File: config.mk
export PLATFORM = sky130hd
export DESIGN_NAME = seg_capture
export DESIGN_NICKNAME = d
export VERILOG_FILES = /design/src/rtl/seg_capture.sv
export SDC_FILE = /design/constraint.sdc
export NUM_CORES = 1
export LEC_CHECK = 0
export ABC_CLOCK_PERIOD_IN_PS = 2400
export CAP_MARGIN = 10
export CORE_ASPECT_RATIO = 1.5
export CORE_MARGIN = 2
export CORE_UTILIZATION = 49
export DETAILED_ROUTE_END_ITERATION = 12
export PLACE_DENSITY = 0.76
export SLEW_MARGIN = 20
export SYNTH_ARGS = -nofsm -noshare
export SYNTH_HDL_FRONTEND = slang
export SYNTH_SLANG_ARGS = --single-unit
File: constraint.sdc
create_clock -name clkin -period 2.4 [get_ports clkin]
set_input_delay 0.48 -clock clkin [delete_from_list [all_inputs] [get_ports clkin]]
set_output_delay 0.48 -clock clkin [all_outputs]
set_load 0.005 [all_outputs]
File: src/rtl/seg_capture.sv
// Recovers the digits of a multiplexed active-low 7-segment display into a 16-bit hex value.
// Latency is 3+STABLE_CYC clkin edges from an input change to capture; input only, no backpressure.
module seg_capture #(
  parameter int unsigned STABLE_CYC = 4
) (
  input  logic        clkin,
  input  logic        reset,
  input  logic [3:0]  Anode,
  input  logic [6:0]  Cathode,
  output logic [15:0] data_out,
  output logic [3:0]  digit_valid,
  output logic [15:0] frame_out,
  output logic        frame_valid,
  output logic        seg_err,
  output logic        anode_err
);

  localparam logic [7:0] CNT_SAT = 8'(STABLE_CYC);
  localparam logic [7:0] CNT_CAP = 8'(STABLE_CYC - 1);

  // Active-high gfedcba glyph to {hit, nibble}.
  function automatic logic [4:0] glyph_decode(input logic [6:0] seg);
    logic [4:0] r;
    case (seg)
      7'h3F:   r = {1'b1, 4'h0};
      7'h06:   r = {1'b1, 4'h1};
      7'h5B:   r = {1'b1, 4'h2};
      7'h4F:   r = {1'b1, 4'h3};
      7'h66:   r = {1'b1, 4'h4};
      7'h6D:   r = {1'b1, 4'h5};
      7'h7D:   r = {1'b1, 4'h6};
      7'h07:   r = {1'b1, 4'h7};
      7'h7F:   r = {1'b1, 4'h8};
      7'h6F:   r = {1'b1, 4'h9};
      7'h77:   r = {1'b1, 4'hA};
      7'h7C:   r = {1'b1, 4'hB};
      7'h39:   r = {1'b1, 4'hC};
      7'h5E:   r = {1'b1, 4'hD};
      7'h79:   r = {1'b1, 4'hE};
      7'h71:   r = {1'b1, 4'hF};
      default: r = {1'b0, 4'h0};
    endcase
    return r;
  endfunction

  logic [10:0] s1_q, s2_q, prev_q;
  logic [7:0]  cnt_q, cnt_d;
  logic [15:0] data_q, data_d;
  logic [3:0]  dv_q, dv_d;
  logic [15:0] frame_q, frame_d;
  logic        fv_q, fv_d;
  logic        seg_err_q, seg_err_d;
  logic        anode_err_q, anode_err_d;

  logic        eq;
  logic        capture;
  logic [3:0]  anode_s;
  logic [6:0]  cath_s;
  logic [3:0]  sel_mask;
  logic [2:0]  low_cnt;
  logic [4:0]  dec;
  logic [3:0]  dv_next;

  assign anode_s  = s2_q[10:7];
  assign cath_s   = s2_q[6:0];
  assign sel_mask = ~anode_s;
  assign eq       = (s2_q == prev_q);
  assign capture  = eq && (cnt_q == CNT_CAP);
  assign dec      = glyph_decode(~cath_s);

  always_comb begin
    low_cnt = 3'd0;
    for (int i = 0; i < 4; i++) begin
      low_cnt = low_cnt + {2'b00, sel_mask[i]};
    end
  end

  always_comb begin
    if (!eq) begin
      cnt_d = 8'd0;
    end else if (cnt_q < CNT_SAT) begin
      cnt_d = cnt_q + 8'd1;
    end else begin
      cnt_d = cnt_q;
    end
  end

  always_comb begin
    data_d      = data_q;
    dv_d        = dv_q;
    dv_next     = dv_q;
    frame_d     = frame_q;
    fv_d        = 1'b0;
    seg_err_d   = seg_err_q;
    anode_err_d = anode_err_q;
    if (capture) begin
      if (anode_s == 4'hF) begin
        // Blanking interval between digits: nothing to record.
        dv_d = dv_q;
      end else if (low_cnt >= 3'd2) begin
        anode_err_d = 1'b1;
      end else if (dec[4]) begin
        for (int i = 0; i < 4; i++) begin
          if (sel_mask[i]) begin
            data_d[4*i +: 4] = dec[3:0];
          end
        end
        dv_next = dv_q | sel_mask;
        if (dv_next == 4'hF) begin
          frame_d = data_d;
          fv_d    = 1'b1;
          dv_d    = 4'h0;
        end else begin
          dv_d = dv_next;
        end
      end else begin
        seg_err_d = 1'b1;
        dv_d      = dv_q & ~sel_mask;
      end
    end
  end

  always_ff @(posedge clkin or negedge reset) begin
    if (!reset) begin
      s1_q        <= '1;
      s2_q        <= '1;
      prev_q      <= '1;
      cnt_q       <= 8'd0;
      data_q      <= 16'h0000;
      dv_q        <= 4'h0;
      frame_q     <= 16'h0000;
      fv_q        <= 1'b0;
      seg_err_q   <= 1'b0;
      anode_err_q <= 1'b0;
    end else begin
      s1_q        <= {Anode, Cathode};
      s2_q        <= s1_q;
      prev_q      <= s2_q;
      cnt_q       <= cnt_d;
      data_q      <= data_d;
      dv_q        <= dv_d;
      frame_q     <= frame_d;
      fv_q        <= fv_d;
      seg_err_q   <= seg_err_d;
      anode_err_q <= anode_err_d;
    end
  end

  assign data_out    = data_q;
  assign digit_valid = dv_q;
  assign frame_out   = frame_q;
  assign frame_valid = fv_q;
  assign seg_err     = seg_err_q;
  assign anode_err   = anode_err_q;

endmodule

# After elaboration in Yosys (flattened, before gate mapping)
# Cells that the tools add are included.
totals:
  regBits: 80
  input_bits: 13
  output_inout_bits: 39
  wordCells: 65
op_classes:
  n_addsub: 4
  n_lt_le_gt_ge: 2
  eq_ne: 21
  n_mux: 14
  n_bitwise: 8
  reduce_logical: 6
op_table:
  columns: ["op", "count"]
  rows:
  - ["7-bit == test, second input constant", 12]
  - ["5-bit one-hot mux with 16 select lines", 1]
  - ["4-bit two-way mux", 6]
  - ["8-bit two-way mux", 2]
  - ["7-bit by 3-bit == test with 1-bit output, second input constant", 2]
  - ["7-bit by 6-bit == test with 1-bit output, second input constant", 2]
  - ["11-bit == test", 1]
  - ["8-bit by 1-bit adder with 8-bit output, second input constant", 1]
  - ["4-bit == test, second input constant", 2]
  - ["8-bit by 2-bit == test with 1-bit output, second input constant", 1]
  - ["8-bit by 3-bit less-than comparator with 1-bit output, second input constant", 1]
  - ["4-bit inverter", 2]
  - ["4-bit AND reduction", 2]
  - ["7-bit inverter", 1]
  - ["3-bit AND reduction", 2]
  - ["1-bit two-way mux", 5]
  - ["5-bit AND reduction", 1]
  - ["4-bit AND", 1]
  - ["4-bit OR", 1]
  - ["2-bit by 1-bit adder with 3-bit output", 1]
  - ["3-bit by 1-bit adder with 3-bit output", 1]
  - ["3-bit by 2-bit greater-or-equal comparator with 1-bit output, second input constant", 1]
  - ["1-bit inverter", 3]
  - ["1-bit by 1-bit adder with 2-bit output", 1]
  - ["other kinds (2)", 2]

# Longest topological paths before layout
depth:
  depth_word: 8
  mapped_depth: 8
  ltp_nobuf: 5

# Worst setup path before layout
# Ideal clock, no wire load.
synth_timing:
  kind: "register -> register"
  startpoint: "reg s2_q[7]"
  endpoint: "reg frame_q[0], in the netlist frame_out[0]"
  setup_time_ns: 0.125
  arrival_ns: 2.379
  required_ns: 2.275
  setup_slack_ns: -0.105
  path_stages_with_launch: 8
  path_buffers: 2
  synth_period_minus_slack_ns: 2.505
  cell_sequence: "dfstp_2 fa_1 o21ai_1 or3_1 clkbuf_2 a2111oi_4 buf_6 mux2_4"
synth_via:
  elab_chain_cells: 7
  elab_cells_between_ends: 14
  classes_between: "3 x add/sub; 1 x order compare; 3 x eq/ne; 1 x mux; 4 x bitwise; 2 x reduce/logical"
synth_lines:
  columns: ["item", "line_no", "source"]
  rows:
  - ["start, declared", "46", "logic [10:0] s1_q, s2_q, prev_q;"]
  - ["start signal, assigned", "137", "s2_q <= s1_q;"]
  - ["4-bit inverter", "66", "assign sel_mask = ~anode_s;"]
  - ["1-bit by 1-bit adder with 2-bit output", "74", "low_cnt = low_cnt + {2'b00, sel_mask[i]};"]
  - ["2-bit by 1-bit adder with 3-bit output", "74", null]
  - ["3-bit by 1-bit adder with 3-bit output", "74", null]
  - ["3-bit by 2-bit greater-or-equal comparator with 1-bit output", "100", "end else if (low_cnt >= 3'd2) begin"]
  - ["1-bit inverter (no line)", null, null]
  - ["5-bit AND reduction (no line)", null, null]
  - ["end signal, assigned", "142", "frame_q <= frame_d;"]
  - ["end, declared", "50", "logic [15:0] frame_q, frame_d;"]
# Parallel ways exist; a longest one is shown, timed or not.
# A chain may end at the register's enable or synchronous reset.

# Worst setup path in the final report
layout_timing:
  startpoint: "reg s2_q[10]"
  endpoint: "reg frame_q[13], in the netlist frame_out[13]"
layout_via:
  elab_chain_cells: 5
  elab_cells_between_ends: 12
  classes_between: "1 x add/sub; 1 x order compare; 3 x eq/ne; 1 x mux; 4 x bitwise; 2 x reduce/logical"
layout_lines:
  columns: ["item", "line_no"]
  rows:
  - ["4-bit inverter", "66"]
  - ["3-bit by 1-bit adder with 3-bit output", "74"]
  - ["3-bit by 2-bit greater-or-equal comparator with 1-bit output", "100"]
  - ["1-bit inverter (no line)", null]
  - ["5-bit AND reduction (no line)", null]
# Parallel ways exist; a longest one is shown, timed or not.

==> results.py <==
metrics = {
    "clock_network": {
        "clock_path_buffers": 2,
        "cts_hold_buf": 0,
        "root_buffer": "clkbuf_8",
        "cts_max_level": 3,
        "cts_tree": "done",
        "cts.sinks": 80,
        "worstSkewPairLatency_ns": 0.35,
        "numCtsBuffers": 9,
        "clk_pin_slew_worst_paths_ns": 0.08,
    },
    "route": {
        "vias": 2464,
        "drtIter0Drc": 220,
        "drt-pass1-iter-count": 4,
        "wl_per_cell_um": 18.1,
        "post_drt_via_cell_ratio": 5.43,
        "drc": 0,
        "routed_wl_mm": 8.21,
        "postRouteAntennaNets": 0,
    },
    "yosys": {
        "synth-seq-cells": 80,
        "synth.most_common_cell": "dfrtp_1",
        "syn_area_um2": 3600,
        "synthesis.nets": 275,
        "synthesis.instances": 259,
        "synth_top_area_cell": "dfrtp_1",
        "synth_common_cells": "dfrtp_1 (47), dfstp_2 (33), mux2_2 (23), mux2_1 (11), nor2_1 (11)",
        "yosys_warnings": 0,
        "syn_avg_cell_area_um2": 13.9,
        "ys_seq_area_share_pct": 56.7,
        "ys_types": 57,
        "synthArstFlopShare_pct": 100,
        "synth-edff-count": 0,
        "synth_top_cell_area_share_pct": 32.7,
        "synth.area.top_cells": "dfrtp_1 (33%), dfstp_2 (24%), mux2_2 (7.2%), mux2_4 (4.2%), mux2_1 (3.4%)",
        "ys.flop_type": "dfrtp_1",
    },
    "timing": {
        "fin_ws_ns": 0.00383,
        "fmax_mhz": 417,
        "tightest_slew_ns": 0.729,
        "finalCritPeriodShare_pct": 99.8,
        "slew_headroom_pct": 51.1,
        "slew_viol_final": 0,
        "timing.setup.tns_ns": 0,
        "hold_viol_final": 0,
        "min_period_ns": 2.40,
        "skew_ns": 0.00901,
        "rsz0062_at_grt": "true",
        "setup_viol": 0,
    },
    "placement": {
        "place_ws_ns": -0.00172,
        "dpl.hpwl_mm": 5.39,
        "io_buffers": 51,
        "gp_congestion": 0.899,
    },
    "power_and_ir_drop": {
        "powerDensity_nw_per_um2": 574,
        "leakage_nw": 2.14,
        "vdd_drop_max_v": 0.000424,
        "post-layout-total-power_mw": 2.81,
    },
    "layout": {
        "diodes": 0,
        "drive_gt1_share_pct": 44.1,
        "nNetsFinal": 365,
        "final_util_pct": 68.2,
        "syn_to_final_growth_pct": 36.0,
    },
    "critical_path": {
        "path_class": "register to register",
        "crit_buf_inv": 2,
        "cp_cell_sequence": "fa_1, o21ai_2, or3_4, a2111oi_4, buf_4, buf_12, mux2_4",
        "cp.required_ns": 2.63,
        "start_kind": "register",
        "cp.arrival_ns": 2.62,
        "crit_family": "adder cells",
        "slowest_stage": "fa_1",
        "cp-end-kind": "register",
        "rr_startpoint": "s2_q[10]",
        "path_max_fanout": 7,
        "max_stage_delay_ns": 0.55,
        "cp-startpoint": "s2_q[10]",
    },
    "floorplanning": {
        "core_um2": 7180,
        "fp-row-count": 38,
        "ios": 52,
        "die-area_um2": 8070,
        "start_util_pct": 50.2,
        "die_w_um": 74.0,
        "chipHeight_um": 109,
    },
    "global_route": {
        "grt.total_usage_pct": 21.4,
        "grt_pass1_vias": 2479,
        "overflow": 0,
        "antenna_found_initial": 0,
        "grt_pass1_wl_mm": 12.7,
        "grt_max_degree": 49,
    },
    "worst_hold_path": {
        "hold_path_class": "primary input to asynchronous set/reset pin",
    },
    "outcome": {
        "outcome": "complete, no violations",
    },
    "job": {
        "max_cap_violations": 0,
    },
}
==> timing repair <==
action	in CTS	in global routing
resized for setup	11	16
endpoints found under the hold margin	0	0
setup buffers	4	4
pin swaps	3	7
cloned	1	0
endpoints found under the setup margin	13	31
==> per-stage QoR <==
step	instance area, um2	cells	hold slack, ns
global route	4900	454	0.179
floorplan	3610	259	0.184
CTS	4780	450	0.147
finish	4900	454	0.151
global placement	4410	429	0.346
detailed placement	4410	429	0.347
==> path summary, 6_finish.rpt <==
kind / endpoint / depth (start not counted) / slack, ns
max in group asynchronous: s1_q[9] / 2 / 1.61
max: frame_out[13] / 7 / 0.004
max reg2reg: frame_out[13] / 7 / 0.004
min reg2reg: s2_q[5] / 0 / 0.35
min: data_out[2] / 1 / 0.15
min in group clkin: s2_q[5] / 0 / 0.35
==> where the power goes <==
group	switching [mW]	internal (mW)	total [mW]
clock network	0.455	0.707	1.16
logic	0.123	0.102	0.225
registers	0.0269	1.40	1.43
total	0.605	2.21	2.81
==> cell type report <==
| type | count | area [um2] |
|---|---|---|
| multi-input cells | 158 | 1570 |
| clock buffers | 14 | 184 |
| clock inverters | 2 | 60.1 |
| well taps | 100 | 125 |
| repair buffers | 93 | 896 |
| flip-flops and latches | 80 | 2040 |
| fillers | 494 | 2280 |
| inverters | 7 | 26.3 |
==> metal layers <==
layer  global-route usage, %  wire (um)  vias up
met4                    11.8        152        0
li1                        -          -     1125
met2                    32.2       4260       59
met5                       0          0        -
met1                    29.2       3570     1269
met3                    3.70        228       11
==> cells by family (layout without fill, tap and decap cells) <==
family | count (synthesis) | in the layout | share of synthesized area (%)
AOI/OAI and AO/OA | 42 | 42 | 10.0
DFF | 80 | 80 | 56.7
adders and majority gates | 3 | 3 | 1.25
muxes | 45 | 45 | 15.1
buffers and inverters | 21 | 116 | 3.47
and+or+nand+nor | 54 | 54 | 10.1
xor gates and xnor gates | 14 | 14 | 3.40
==> flip-flops by register name, indices dropped and copies added, names as in the netlist, 4 cells and up <==
signal / cells
frame_out: 16
digit_valid: 4
data_out: 16
prev_q: 11
s1_q: 11
cnt_q: 8
s2_q: 11
==> cell usage in the layout, fill, tap and decap left out, types with 7 or more instances in the layout <==
cell and count:
and3_1 7, buf_4 35, clkbuf_8 11, clkdlybuf4s50_1 50
dfrtp_1 47, dfstp_2 33, inv_1 7, mux2_2 23
mux2_4 16, nand2_1 7, nor2_1 11, xor2_1 8
(Power assumes the default switching activity.)
